File: src/rtl/decode_cycle.sv
// RV32I decode stage: control/ALU decode, 32x32 register file, immediate extension, ID/EX register.
// Optional DECODE_WB_BYPASS_EN forwards a same-cycle writeback onto the register read ports.
module decode_cycle (
    input  logic        clk,
    input  logic        rst,
    input  logic [31:0] InstrD,
    input  logic [31:0] PCD,
    input  logic [31:0] PCPlus4D,
    input  logic        RegWriteW,
    input  logic [4:0]  RDW,
    input  logic [31:0] ResultW,
    input  logic        FlushE,
    output logic        RegWriteE,
    output logic        MemWriteE,
    output logic        BranchE,
    output logic        ALUSrcE,
    output logic        ResultSrcE,
    output logic [2:0]  ALUControlE,
    output logic [31:0] RD1_E,
    output logic [31:0] RD2_E,
    output logic [31:0] Imm_Ext_E,
    output logic [4:0]  RD_E,
    output logic [4:0]  RS1_E,
    output logic [4:0]  RS2_E,
    output logic [31:0] PCE,
    output logic [31:0] PCPlus4E
);

    typedef enum logic [1:0] {ImmI = 2'b00, ImmS = 2'b01, ImmB = 2'b10} imm_src_e;

    logic [6:0]  opcode;
    logic [2:0]  funct3;
    logic [4:0]  rs1, rs2;
    logic        is_rtype;
    logic        reg_write, mem_write, branch, alu_src, result_src;
    logic [1:0]  alu_op;
    imm_src_e    imm_src;
    logic [2:0]  alu_ctrl;
    logic [31:0] imm_ext;
    logic [31:0] rd1, rd2;
    logic        wb_en;

    logic [31:0] rf_q [32];
    logic [31:0] rf_d [32];

    // Packed E-stage register: {ctrl[4:0], alu[2:0], rd1, rd2, imm, rd, rs1, rs2, pc, pc4}
    localparam int unsigned EW = 5 + 3 + 32 * 3 + 5 * 3 + 32 * 2;
    logic [EW-1:0] e_q, e_d;

    assign opcode   = InstrD[6:0];
    assign funct3   = InstrD[14:12];
    assign rs1      = InstrD[19:15];
    assign rs2      = InstrD[24:20];
    assign is_rtype = (opcode == 7'b0110011);
    assign wb_en    = RegWriteW && (RDW != 5'd0);

    always_comb begin
        reg_write  = 1'b0;
        mem_write  = 1'b0;
        branch     = 1'b0;
        alu_src    = 1'b0;
        result_src = 1'b0;
        alu_op     = 2'b00;
        imm_src    = ImmI;
        unique case (opcode)
            7'b0000011: begin reg_write = 1'b1; alu_src = 1'b1; result_src = 1'b1; end
            7'b0100011: begin mem_write = 1'b1; alu_src = 1'b1; imm_src = ImmS; end
            7'b0110011: begin reg_write = 1'b1; alu_op = 2'b10; end
            7'b0010011: begin reg_write = 1'b1; alu_src = 1'b1; alu_op = 2'b10; end
            7'b1100011: begin branch = 1'b1; imm_src = ImmB; alu_op = 2'b01; end
            default: ;
        endcase
    end

    always_comb begin
        alu_ctrl = 3'b000;
        case (alu_op)
            2'b01: alu_ctrl = 3'b001;
            2'b10: begin
                case (funct3)
                    3'b000:  alu_ctrl = (is_rtype && InstrD[30]) ? 3'b001 : 3'b000;
                    3'b010:  alu_ctrl = 3'b101;
                    3'b110:  alu_ctrl = 3'b011;
                    3'b111:  alu_ctrl = 3'b010;
                    default: alu_ctrl = 3'b000;
                endcase
            end
            default: alu_ctrl = 3'b000;
        endcase
    end

    always_comb begin
        imm_ext = {{20{InstrD[31]}}, InstrD[31:20]};
        case (imm_src)
            ImmS:    imm_ext = {{20{InstrD[31]}}, InstrD[31:25], InstrD[11:7]};
            ImmB:    imm_ext = {{19{InstrD[31]}}, InstrD[31], InstrD[7], InstrD[30:25],
                                InstrD[11:8], 1'b0};
            default: imm_ext = {{20{InstrD[31]}}, InstrD[31:20]};
        endcase
    end

    always_comb begin
        rd1 = (rs1 == 5'd0) ? 32'd0 : rf_q[rs1];
        rd2 = (rs2 == 5'd0) ? 32'd0 : rf_q[rs2];
`ifdef DECODE_WB_BYPASS_EN
        if (wb_en && (RDW == rs1)) rd1 = ResultW;
        if (wb_en && (RDW == rs2)) rd2 = ResultW;
`endif
    end

    always_comb begin
        rf_d = rf_q;
        if (wb_en) rf_d[RDW] = ResultW;
    end

    // Flush bubbles only the control fields; data, indices and PCs still load.
    always_comb begin
        e_d = {reg_write, mem_write, branch, alu_src, result_src, alu_ctrl, rd1, rd2, imm_ext,
               InstrD[11:7], rs1, rs2, PCD, PCPlus4D};
        if (FlushE) e_d[EW-1 -: 8] = 8'd0;
    end

    always_ff @(posedge clk) begin
        if (!rst) begin
            e_q  <= '0;
            rf_q <= '{default: 32'd0};
        end else begin
            e_q  <= e_d;
            rf_q <= rf_d;
        end
    end

    assign {RegWriteE, MemWriteE, BranchE, ALUSrcE, ResultSrcE, ALUControlE, RD1_E, RD2_E,
            Imm_Ext_E, RD_E, RS1_E, RS2_E, PCE, PCPlus4E} = e_q;

endmodule

File: config.mk
export PLATFORM = sky130hd
export DESIGN_NAME = decode_cycle
export DESIGN_NICKNAME = d
export VERILOG_FILES = /design/src/rtl/decode_cycle.sv
export SDC_FILE = /design/constraint.sdc
export NUM_CORES = 2
export LEC_CHECK = 0
export BUFFER_PORTS_ARGS = -buffer_cell sky130_fd_sc_hd__buf_4
export CAP_MARGIN = 0
export CORE_UTILIZATION = 66
export CTS_BUF_LIST = sky130_fd_sc_hd__clkbuf_8
export CTS_CLUSTER_SIZE = 16
export DETAILED_ROUTE_END_ITERATION = 10
export PLACE_DENSITY = 0.85
export SYNTH_ARGS = -nofsm -noshare
export SYNTH_HDL_FRONTEND = slang
export SYNTH_SLANG_ARGS = --single-unit
File: constraint.sdc
create_clock -name clk -period 2.93 [get_ports clk]
set_input_delay 0.4395 -clock clk [delete_from_list [all_inputs] [get_ports clk]]
set_output_delay 0.4395 -clock clk [all_outputs]
set_load 0.02 [all_outputs]
==> run summary <==
The run finished, with violations left. The checks that failed: DRC, capacitance limit, slew limit, setup timing. Yosys mapped the design onto 52 distinct sky130hd cell types. The number of warnings reported in the yosys synthesis log is 0. TritonCTS built the clock tree. Summing every instance area after synthesis gives 58800 µm².

The synthesized area per cell is 9.36 µm². At the later pin of the worst-skew pair, clock insertion delay measures 0.90 ns. Dividing the detail-routed wire length by the instance count gives 29.3 µm. In this run the clock root is driven by a sky130_fd_sc_hd__clkbuf_8. The slew of the pin with the lowest slew margin is 1.50 ns. The via count of the first global-routing pass came out at 53.4k. The fraction of final layout cells with drive strength greater than 1 came out at 19.5%. The clock sink total came out at 1188. Measured against its own limit, the worst slew margin works out to -0.900%.

The worst hold-check slack came out at 0.0373 ns. The worst path in the final design needs a cycle of 2.95 ns, including I/O delays and setup. Power spread over the standard cell area amounts to 513 nW/µm². After detailed routing, the number of vias per cell comes to 7.07. The final setup TNS is -0.0230 ns. The total grt overflow is 0. Setup repair after global routing left no endpoint under its margin. The die area came out at 90300 µm². The share of async-settable or async-resettable flops after synthesis came out at 0%. The setup skew after layout is 0.0426 ns. The maximum vdd ir drop came out at 0.536 mV. The max-slew violation count came out at 2. The detailed-route DRC error count came out at 3. Sorting the synthesized cells by how often they occur yields sky130_fd_sc_hd__nand2_1 (2035), sky130_fd_sc_hd__dfxtp_1 (1188), sky130_fd_sc_hd__a21boi_0 (857).

The detail route stage leaves a number of antenna-violating nets equal to 0. The number of standard-cell rows in the floorplan came out at 109. The total number of vias is 55.0k. The share of the cycle needed by the critical path after routing is 101%.

The register area share after synthesis came out at 40.4%. The number of buffers created by CTS is 185. The clock-pin slew on the worst setup and hold paths came out at 0.06 ns.

For this run, the total global-route usage over all layers was measured as 49.6%. The endpoint arrival time on the critical path is 3.64 ns. The number of input and output port buffers inserted came out at 319. The number of nets in the synthesized netlist is 6424. The maximum net fanout on the critical path came out at 30. The final RePlAce weighted congestion came out at 0.935.

The number of DRC violations after detailed-routing iteration 0 came out at 9497. The first detailed-routing pass took 11 iterations. The worst setup margin is -0.0230 ns. The number of enable flip-flop cells after synthesis is 0. Data on the critical path is required at its endpoint by 3.62 ns. The post-placement worst setup slack came out at -0.0552 ns. The initial antenna violation count is 20. The number of violations of the max-capacitance limit came out at 1. After the last flow step, the layout net total stands at 6603.

The total length of routed wires is 228000 µm. Ranked by total cell area, the synthesized netlist is headed by sky130_fd_sc_hd__dfxtp_1 (40%), sky130_fd_sc_hd__mux4_2 (14%), sky130_fd_sc_hd__nand2_1 (13%), sky130_fd_sc_hd__a21boi_0 (11%), sky130_fd_sc_hd__mux2i_1 (7.0%). The cell leakage power came out at 24.2 nW. The peak clock frequency supported by timing is 0.339 GHz. The worst hold path belongs to the class input port to flop. The depth of the CTS H-tree came out at 4.

The number of ports placed on the die boundary came out at 320. The total count of hold-check failures in the final report is 0. The critical path is of the input port to flop type. For this run, the share of the core covered by cells in the final layout is 76.2%. The area of the core region is 88400 µm². Counting the fill cells in the layout gives 5694. The prevailing post-synth register cell is sky130_fd_sc_hd__dfxtp_1. The largest net degree at the start of global routing came out at 279.

The largest area contributor in the synthesized netlist is sky130_fd_sc_hd__dfxtp_1. The vertical die dimension came out at 300 µm. Summed over all nets, the half-perimeter wirelength after detailed placement is 126000 µm.

The most frequent cell after synthesis is sky130_fd_sc_hd__nand2_1. The x dimension of the die is 300 µm. Setup violations remaining at the end of the flow were counted as 1. The number of synthesized register bits came out at 1188. In the final layout, flip-flops and latches occupy 23800 µm². The first global-routing pass estimated 333000 µm of wire.

The post-placement cell area came out at 62400 µm². The worst setup path is captured at a flop. The kind of start point of the critical path is an input port. The multi-input combinational cells in the finished layout cover a total of 32300 µm².

The initial utilization of the core area, before any placement, comes to 66.5%. The number of buffers on the longest clock path came out at 3. The share of the synthesized area in the top cell type came out at 40.4%. The instance count of the mapped netlist came out at 6283. The summed area of non-filler cells in the final layout is 67400 µm². The layout overhead on the synthesized area is 14.6%.
[layout make-up]
cell class | count | area share, %
multi-input cells | 4434 | 47.9
inverters | 6 | 0.0353
repair buffers | 647 | 8.92
clock inverters | 105 | 1.08
well taps | 1165 | 2.16
flip-flops and latches | 1188 | 35.3
clock buffers | 224 | 4.58
diodes | 7 | 0.0260
[critical path, stage by stage]
cell                            delay (ns)
sky130_fd_sc_hd__dlygate4sd3_1        0.54
sky130_fd_sc_hd__buf_4                0.29
sky130_fd_sc_hd__or3b_4               0.48
sky130_fd_sc_hd__buf_12               0.36
sky130_fd_sc_hd__o22ai_1              0.12
sky130_fd_sc_hd__a211oi_1             1.22
sky130_fd_sc_hd__a211oi_1             0.16
[final timing paths]
path	end	depth (start not counted)	from	slack, ns
setup / recovery	e_q[130]$_SDFF_PP0_	7	InstrD[23]	-0.02
hold / removal	e_q[68]$_SDFF_PN0_	2	InstrD[24]	0.04
setup reg to reg	e_q[130]$_SDFF_PP0_	3	rf_q[531]$_SDFFE_PN0P_	0.56
hold reg to reg	rf_q[353]$_SDFFE_PN0P_	2	rf_q[353]$_SDFFE_PN0P_	0.47
[registers in the layout, summed over array words and instances (netlist names)]
signal	count
e_q	164
rf_q	1024
[per-stage QoR]
stage,power [mW],cells
after floorplan,18.7,6283
after CTS,34.2,7769
after detailed placement,19.9,7321
final,34.6,7776
after global placement,19.9,7321
after global routing,35.2,7773
[cell usage in the layout (no fill, tap or decap), types with 5 or more instances in the layout]
cell	count
sky130_fd_sc_hd__nand3_1	28
sky130_fd_sc_hd__dfxtp_1	1188
sky130_fd_sc_hd__mux2_2	40
sky130_fd_sc_hd__o21ai_1	31
sky130_fd_sc_hd__a211oi_1	62
sky130_fd_sc_hd__nand2_1	2006
sky130_fd_sc_hd__clkbuf_8	224
sky130_fd_sc_hd__a21oi_1	5
sky130_fd_sc_hd__nor2_1	9
sky130_fd_sc_hd__a21boi_0	857
sky130_fd_sc_hd__diode_2	7
sky130_fd_sc_hd__inv_1	67
sky130_fd_sc_hd__clkinvlp_4	5
sky130_fd_sc_hd__and2_1	123
sky130_fd_sc_hd__nor3b_1	5
sky130_fd_sc_hd__a221oi_2	15
sky130_fd_sc_hd__mux2i_1	411
sky130_fd_sc_hd__buf_4	457
sky130_fd_sc_hd__mux4_2	364
sky130_fd_sc_hd__a22oi_1	55
sky130_fd_sc_hd__nor2_4	13
sky130_fd_sc_hd__nand4_1	10
sky130_fd_sc_hd__a21o_1	23
sky130_fd_sc_hd__bufinv_16	9
sky130_fd_sc_hd__a21boi_1	135
sky130_fd_sc_hd__and2_2	15
sky130_fd_sc_hd__buf_8	6
sky130_fd_sc_hd__a221oi_1	47
sky130_fd_sc_hd__nor2b_1	12
sky130_fd_sc_hd__o221ai_1	31
sky130_fd_sc_hd__dlygate4sd3_1	119
sky130_fd_sc_hd__clkinv_2	22
sky130_fd_sc_hd__buf_12	65
sky130_fd_sc_hd__nand2_2	29
sky130_fd_sc_hd__o22ai_1	55
[where the power goes]
part           internal (mW)  total [mW]  switching, mW
combinational           1.32        3.41           2.09
clock                   7.71        14.7           6.95
sequential              16.4        16.5          0.167
total                   25.4        34.6           9.21
[layer usage]
metal | share of wire, % | vias up | GRT usage, %
li1 | - | 22200 | -
met1 | 32 | 25700 | 58.2
met2 | 41 | 5405 | 69.9
met3 | 17 | 1690 | 20.2
met4 | 10 | 26 | 43.6
met5 | 0.065 | - | 0.317
[what timing repair did]
action / 4_1_cts / 5_1_grt
hold buffers: 119 / 0
setup buffers: 0 / 0
hold endpoints to repair: 616 / 0
gates resized for setup: 0 / 0
[cell families after synthesis]
family          share of synthesized area, %
compound gates                          17.0
fa+ha+maj                             0.0851
buf+inv                                 5.10
flops                                   40.4
mux                                     21.7
simple gates                            15.7
No activity file was read; power rests on OpenSTA's default activity.
